`config.mk`:
```
export PLATFORM = sky130hd
export DESIGN_NAME = id_ex_operand_stage
export DESIGN_NICKNAME = d
export VERILOG_FILES = /design/src/rtl/id_ex_operand_stage.sv
export SDC_FILE = /design/constraint.sdc
export NUM_CORES = 1
export LEC_CHECK = 0
export ABC_AREA = 1
export CAP_MARGIN = 20
export CORE_MARGIN = 4
export CORE_UTILIZATION = 45
export CTS_BUF_LIST = sky130_fd_sc_hd__clkbuf_16
export CTS_CLUSTER_SIZE = 8
export DETAILED_ROUTE_END_ITERATION = 10
export PLACE_DENSITY = 0.81
export SYNTH_ARGS = -nofsm -noshare
export SYNTH_HDL_FRONTEND = slang
export SYNTH_SLANG_ARGS = --single-unit
```
`constraint.sdc`:
```
create_clock -name clk -period 2.4 [get_ports clk]
set_input_delay 0.24 -clock clk [delete_from_list [all_inputs] [get_ports clk]]
set_output_delay 0.24 -clock clk [all_outputs]
set_load 0.01 [all_outputs]
```
`src/rtl/id_ex_operand_stage.sv`:
```
// ============================================================================
// Module  : id_ex_operand_stage
// Brief   : ID/EX operand register with EX/MEM and MEM/WB forwarding, and a
//           valid/ready handshake with stall refresh and flush.
// Revision: 1.0 - initial release
// ============================================================================
`default_nettype none

module id_ex_operand_stage #(
  parameter int WIDTH = 16,
  parameter int IDX_W = 2
) (
  input  logic             clk,
  input  logic             reset_n,
  input  logic             in_valid,
  output logic             in_ready,
  input  logic [IDX_W-1:0] in_rs1_idx,
  input  logic [IDX_W-1:0] in_rs2_idx,
  input  logic [WIDTH-1:0] in_rs1_data,
  input  logic [WIDTH-1:0] in_rs2_data,
  input  logic [WIDTH-1:0] in_imm,
  input  logic             in_use_imm,
  input  logic [3:0]       in_func_code,
  input  logic [IDX_W-1:0] in_rd_idx,
  input  logic             in_reg_write,
  input  logic             flush,
  input  logic             exmem_reg_write,
  input  logic [IDX_W-1:0] exmem_rd_idx,
  input  logic [WIDTH-1:0] exmem_data,
  input  logic             memwb_reg_write,
  input  logic [IDX_W-1:0] memwb_rd_idx,
  input  logic [WIDTH-1:0] memwb_data,
  output logic             out_valid,
  input  logic             out_ready,
  output logic [WIDTH-1:0] alu_input_1,
  output logic [WIDTH-1:0] alu_input_2,
  output logic [3:0]       alu_func_code,
  output logic [IDX_W-1:0] out_rd_idx,
  output logic             out_reg_write
);

  logic             valid_q,   valid_d;
  logic [WIDTH-1:0] op1_q,     op1_d;
  logic [WIDTH-1:0] op2_q,     op2_d;
  logic [3:0]       func_q,    func_d;
  logic [IDX_W-1:0] rd_q,      rd_d;
  logic             regw_q,    regw_d;
  logic             use_imm_q, use_imm_d;
  logic [IDX_W-1:0] rs1_q,     rs1_d;
  logic [IDX_W-1:0] rs2_q,     rs2_d;

  logic             w_accept;
  logic [WIDTH-1:0] w_in_op1;
  logic [WIDTH-1:0] w_in_op2;
  logic [WIDTH-1:0] w_hold_op1;
  logic [WIDTH-1:0] w_hold_op2;

  // EX/MEM is the younger producer, so it wins over MEM/WB.
  function automatic logic [WIDTH-1:0] fwd_sel(
    input logic [IDX_W-1:0] idx,
    input logic [WIDTH-1:0] dflt,
    input logic             em_we,
    input logic [IDX_W-1:0] em_idx,
    input logic [WIDTH-1:0] em_data,
    input logic             mw_we,
    input logic [IDX_W-1:0] mw_idx,
    input logic [WIDTH-1:0] mw_data
  );
    if (em_we && (em_idx == idx)) begin
      return em_data;
    end else if (mw_we && (mw_idx == idx)) begin
      return mw_data;
    end else begin
      return dflt;
    end
  endfunction

  assign in_ready = !valid_q || out_ready;
  assign w_accept = in_valid && in_ready;

  assign w_in_op1 = fwd_sel(in_rs1_idx, in_rs1_data,
                            exmem_reg_write, exmem_rd_idx, exmem_data,
                            memwb_reg_write, memwb_rd_idx, memwb_data);
  assign w_in_op2 = in_use_imm ? in_imm
                  : fwd_sel(in_rs2_idx, in_rs2_data,
                            exmem_reg_write, exmem_rd_idx, exmem_data,
                            memwb_reg_write, memwb_rd_idx, memwb_data);

  // A stalled operand keeps watching the bypass buses so it never goes stale.
  assign w_hold_op1 = fwd_sel(rs1_q, op1_q,
                              exmem_reg_write, exmem_rd_idx, exmem_data,
                              memwb_reg_write, memwb_rd_idx, memwb_data);
  assign w_hold_op2 = use_imm_q ? op2_q
                    : fwd_sel(rs2_q, op2_q,
                              exmem_reg_write, exmem_rd_idx, exmem_data,
                              memwb_reg_write, memwb_rd_idx, memwb_data);

  always_comb begin
    valid_d   = valid_q;
    op1_d     = op1_q;
    op2_d     = op2_q;
    func_d    = func_q;
    rd_d      = rd_q;
    regw_d    = regw_q;
    use_imm_d = use_imm_q;
    rs1_d     = rs1_q;
    rs2_d     = rs2_q;

    if (flush) begin
      valid_d = 1'b0;
    end else if (w_accept) begin
      valid_d   = 1'b1;
      op1_d     = w_in_op1;
      op2_d     = w_in_op2;
      func_d    = in_func_code;
      rd_d      = in_rd_idx;
      regw_d    = in_reg_write;
      use_imm_d = in_use_imm;
      rs1_d     = in_rs1_idx;
      rs2_d     = in_rs2_idx;
    end else if (valid_q && !out_ready) begin
      op1_d = w_hold_op1;
      op2_d = w_hold_op2;
    end else if (out_ready) begin
      valid_d = 1'b0;
    end
  end

  always_ff @(posedge clk or negedge reset_n) begin
    if (!reset_n) begin
      valid_q   <= 1'b0;
      op1_q     <= '0;
      op2_q     <= '0;
      func_q    <= '0;
      rd_q      <= '0;
      regw_q    <= 1'b0;
      use_imm_q <= 1'b0;
      rs1_q     <= '0;
      rs2_q     <= '0;
    end else begin
      valid_q   <= valid_d;
      op1_q     <= op1_d;
      op2_q     <= op2_d;
      func_q    <= func_d;
      rd_q      <= rd_d;
      regw_q    <= regw_d;
      use_imm_q <= use_imm_d;
      rs1_q     <= rs1_d;
      rs2_q     <= rs2_d;
    end
  end

  assign out_valid     = valid_q;
  assign alu_input_1   = op1_q;
  assign alu_input_2   = op2_q;
  assign alu_func_code = func_q;
  assign out_rd_idx    = rd_q;
  assign out_reg_write = regw_q && valid_q;

endmodule

`default_nettype wire

```
Word-level counts from Yosys, hierarchy flattened
Index checks and enable logic that the tools add are counted.
{ "totals": {"regBits": 45, "output_inout_bits": 41, "in_bits": 103} }
{ "classes": {"eq_ne": 10, "n_reduce_logical": 22, "mux": 18, "n_bitwise": 1} }
{ "ops": {"columns": ["cell", "n"], "rows": [
  ["$mux W16", 14],
  ["$eq A2 B2 Y1", 8],
  ["$logic_and A1 B1 Y1", 11],
  ["$reduce_bool A3 Y1", 3],
  ["$mux W1", 4],
  ["$reduce_and A2 Y1", 2],
  ["$reduce_and A4 Y1", 1],
  ["$ne A3 B3 Y1 const B", 1],
  ["$reduce_and A3 Y1", 1],
  ["$logic_not A1 Y1", 2],
  ["$ne A2 B1 Y1 const B", 1],
  ["$reduce_bool A2 Y1", 1],
  ["$logic_or A1 B1 Y1", 1],
  ["$not A1 Y1", 1]
]} }

Depth between registers and ports, before layout
{ "logic_depth": {"word_depth": 7, "mapped_depth": 11, "depth_no_buf": 10} }

Worst setup path after synthesis
No wires, ideal clock.
{ "synth_timing": {"path_kind": "flip-flop to flip-flop", "from": "register valid_q, in the netlist out_valid", "to": "register op2_q[10], in the netlist alu_input_2[10]", "setup_slack_ns": 0.927, "path_buffers": 1, "synth_period_minus_slack_ns": 1.473, "t_arrival_ns": 1.352, "path_stages_with_launch": 8, "cell_sequence": "dfrtp_1 > nand2_2 > nand2_4 > a21oi_2 > nand3_2 > buf_2 > nor2_1 > a21oi_2"} }
{ "synth_via": {"elab_chain_cells": 5, "word_cells_on_any_way": 9} }
{ "synth_rtl": {"columns": ["element", "line_no", "source"], "rows": [
  ["from (decl)", "42", "logic valid_q, valid_d;"],
  ["from (signal assigned)", "141", "valid_q <= valid_d;"],
  ["$logic_not A1 Y1 (*)", "78", "assign in_ready = !valid_q || out_ready;"],
  ["$logic_or A1 B1 Y1 (*)", "78", null],
  ["via in_ready", "16", "output logic in_ready,"],
  ["$logic_and A1 B1 Y1 (*)", "79", "assign w_accept = in_valid && in_ready;"],
  ["$ne A2 B1 Y1 (no line) (tied with other cells)", null, null],
  ["$reduce_and A4 Y1 (no line)", null, null],
  ["to (signal assigned)", "143", "op2_q <= op2_d;"],
  ["to (decl)", "44", "logic [WIDTH-1:0] op2_q, op2_d;"]
]} }
Mark *: on every way through the listed nets, which the timed path passes. The rest lies on a longest branch.
A chain may end at the register's enable or synchronous reset.

Worst setup path in the final report
{ "layout_timing": {"from": "input port exmem_rd_idx[0]", "to": "register op2_q[7], in the netlist alu_input_2[7]"} }
{ "layout_via": {"elab_chain_cells": 6, "word_cells_on_any_way": 12} }
{ "layout_rtl": {"columns": ["element", "line_no", "source"], "rows": [
  ["from (decl)", "28", "input logic [IDX_W-1:0] exmem_rd_idx,"],
  ["$eq A2 B2 Y1", "69", "if (em_we && (em_idx == idx)) begin"],
  ["$logic_and A1 B1 Y1", "69", null],
  ["$mux W16", "69", null],
  ["$mux W16", "93", "assign w_hold_op2 = use_imm_q ? op2_q"],
  ["$mux W16", "121", "end else if (valid_q && !out_ready) begin"],
  ["$mux W16", "111", "end else if (w_accept) begin"]
]} }
Several ways; a longest one is shown, not always the timed one. The select of a mux whose other input is x is not followed.

==> reports/summary.log <==
qor: timing.rsz_0062_raised_after_global_routing no
qor: synthesis.yosys_warnings 0
qor: timing.finalHoldViolations 0
qor: timing.fmax 528 MHz
qor: grt.grt_pass1_wl 23.0 mm
qor: clock_network.h-tree-depth 2
qor: timing.finalSetupViolCount 0
qor: place.finalWeightedCongestion 0.953
qor: floorplanning.starting_density_of_the_core 47.1%
qor: pwr.ir_worst_vdd 0.335 mV
qor: floorplanning.die_area 10900 µm²
qor: synthesis.synthTopCellsByArea sky130_fd_sc_hd__dfrtp_1, sky130_fd_sc_hd__nand2_1, sky130_fd_sc_hd__nand3_1
qor: cells_and_area.regArea 1130 µm²
qor: timing.finalWorstPathRequiredPeriod 1.90 ns
qor: synthesis.async_flop_share 100%
qor: worst_hold_path.timing.hold.worst.class in2async
qor: floorplanning.ios 144
qor: cells_and_area.antenna-diode-count 0
qor: setup_path.critPathLaunchType primary input
qor: synthesis.cell_area_after_technology_mapping 4190 µm²
qor: synthesis.yosysUniqueCellTypes 31
qor: setup_path.rr_worst_depth 7
qor: cells_and_area.multi_input_area 2450 µm²
qor: clock_network.insertion_delay_of_the_later_clocked_pin_in_the_worst_skew_pair 0.28 ns
qor: cells_and_area.drive_gt1_share 8.29%
qor: place.detailedPlace.worstSlack 0.233 ns
qor: synthesis.mapped_cells 712
qor: cells_and_area.design.final.nets 946
qor: pwr.power.leakage 3.24 nW
qor: place.placement.cell_area 5680 µm²
qor: cells_and_area.fin_area 5880 µm²
qor: grt.grt.total_usage 25.4%
qor: synthesis.synth_area_per_cell 5.89 µm²
qor: run_status.run_status finished clean
qor: grt.number_of_antenna_violations_at_the_first_check_in_global_routing 0
qor: floorplanning.core_region_area 8890 µm²
qor: setup_path.worst-endpoint-arrival 2.07 ns
qor: timing.transition_time_at_the_pin_with_the_least_slew_margin 0.513 ns
qor: synthesis.synth_enable_flop_cells 0
qor: clock_network.cts.path.max_buffers 2
qor: synthesis.yosys-top-cells-count sky130_fd_sc_hd__nand2_1, sky130_fd_sc_hd__inv_1, sky130_fd_sc_hd__nand3_1
qor: grt.globalRouteOverflowTotal 0
qor: drt.drcViolationCount 0
qor: drt.via_count 4907
qor: cells_and_area.layout.filler_cells 808
qor: timing.final.setup.worst_slack 0.505 ns
qor: setup_path.timing.critical_path.fanout_max 16
qor: setup_path.worst_r2r_startpoint out_valid
qor: drt.wl_per_cell 14.7 µm
qor: synthesis.post-synth-top-count-cell sky130_fd_sc_hd__nand2_1
qor: synthesis.synth.top_cell.area_share 26.9%
qor: setup_path.r2r_setup_slack 0.73 ns
qor: setup_path.timing.critical_path.max_delay_family simple AND/OR/NAND/NOR gates
qor: setup_path.worst_setup_path_end_kind flip-flop
qor: clock_network.path_clk_slew 0.07 ns
qor: synthesis.ys_ff_latch 45
qor: setup_path.worst_stage_delay_on_the_critical_path 0.53 ns
qor: run.drv_cap 0
qor: grt.grt_pass1_vias 4665
qor: setup_path.critPathKind in2reg
qor: drt.postRouteAntennaNets 0
qor: timing.worst_clock_skew 0.00619 ns
qor: drt.drt_first_iter_violations 436
qor: synthesis.synth_fp_nets 815
qor: timing.relative_slew_slack 65.8%
qor: grt.grt_max_degree 34
qor: drt.finalWirelength 14.0 mm
qor: clock_network.post_cts_buffers 0
qor: floorplanning.die_width 105 µm
qor: timing.drv_slew 0
qor: drt.drtPass1Iterations 5
qor: floorplanning.num_rows 34
qor: setup_path.crit_path_cell_trace clkdlybuf4s50_1 > inv_2 > nand2_1 > nand2_1 > nor2_4 > nand2_2 > nand3_1 > nand2_1 > nand2_1 > a21oi_2
qor: setup_path.critical_path_required 2.57 ns
qor: synthesis.synth.yosys.seq_area_share 26.9%
qor: drt.avgViaCountPerCell 5.15
qor: pwr.total_power 0.00356 W
qor: pwr.power_density 604 nW/µm²
qor: place.dpl.hpwl 10.6 mm
qor: setup_path.cp_num_buf_inv 2
qor: clock_network.tritoncts_clock_tree built
qor: timing.min_period_over_period 79.0%
qor: setup_path.cp_most_frequent_cell sky130_fd_sc_hd__nand2_1
qor: synthesis.synth_top_cell_by_area sky130_fd_sc_hd__dfrtp_1
qor: clock_network.numCtsBuffers 5
qor: timing.fin_setup_tns 0 ns
qor: clock_network.cts_sinks 45
qor: setup_path.critical_path.reg2reg.endpoint alu_input_2[9]
qor: clock_network.clock-root-buffer sky130_fd_sc_hd__clkbuf_16
qor: cells_and_area.area_growth 40.4%
qor: floorplanning.die_y 105 µm
qor: synthesis.synth-main-ff-cell sky130_fd_sc_hd__dfrtp_1
qor: setup_path.critical_path.slowest_cell sky130_fd_sc_hd__clkdlybuf4s50_1
qor: place.placement.io_buffers 143
## metrics by stage
stage | utilization [%] | cells | hold WS (ns)
finish | 66.2 | 952 | 0.405
global route | 66.2 | 952 | 0.464
CTS | 66.2 | 952 | 0.414
detailed placement | 63.9 | 943 | 0.191
global placement | 63.9 | 943 | 0.192
floorplan | - | 712 | -0.0556
## kinds of logic (layout without fill, tap and decap cells)
family                 after synthesis  count (layout)  synth area share, %
multiplexers                         7               7                 1.88
XOR/XNOR                             5               5                 2.12
flip-flops                          45              45                 26.9
buffers and inverters              148             280                 14.6
AO/OA/AOI/OAI                       45              45                 6.72
AND/OR/NAND/NOR                    462             462                 47.9
## worst max-delay path by stage
stage | start | endpoint | slack [ns] | depth (start not counted)
after CTS | exmem_rd_idx[0] | alu_input_2[7] | 0.52 | 10
after floorplan | out_valid | alu_input_2[10] | 0.93 | 7
final | exmem_rd_idx[0] | alu_input_2[7] | 0.50 | 10
after global placement | exmem_rd_idx[1] | alu_input_2[7] | 0.25 | 8
after detailed placement | exmem_rd_idx[0] | alu_input_2[7] | 0.23 | 10
after global routing | memwb_rd_idx[0] | alu_input_1[4] | 0.36 | 11
## final cells by class
class	instances	share of cell area [%]
inverter	113	7.29
clock inverter	3	1.11
timing repair buffer	159	26.3
tap	108	2.30
sequential	45	19.1
clock buffer	5	2.13
multi-input combinational	519	41.7
## cells in the final DEF, fill, tap and decap left out, drive strengths merged
cell type      instances
nand2                253
clkdlybuf4s50        142
inv                  112
nand3                103
nor2                  88
dfrtp                 45
a21oi                 24
o21ai                 21
nand3b                16
buf                   16
mux2                   7
clkbuf                 5
xnor2                  5
bufinv                 2
clkinv                 2
nand4                  1
or2                    1
dlygate4sd3            1
## timing repair
item / CTS / global route
endpoints found under the hold margin: 15 / 0
hold buffers: 1 / 0
gates resized for setup: 0 / 0
## flip-flops by register name (all words and copies together) (netlist names)
register	flops
alu_input_1	16
alu_input_2	16
alu_func_code	4
out_rd_idx	2
rs1_q	2
rs2_q	2
out_valid	1
regw_q	1
use_imm_q	1
## layer usage
metal	part of all wire, %	global-route usage (%)	wire, µm	vias to the layer above
li1	-	-	-	2432
met5	0	0	0	-
met2	47	41.8	6580	253
met3	8.0	3.23	1110	20
met4	2.0	7.79	276	0
met1	43	34.9	5990	2202
## where the power goes
group	internal, W	total [W]	switching, W
clock network	0.000595	0.000895	0.000300
registers	0.000963	0.00109	0.000129
logic	0.000783	0.00157	0.000786
No activity file was read; power rests on OpenSTA's default activity.
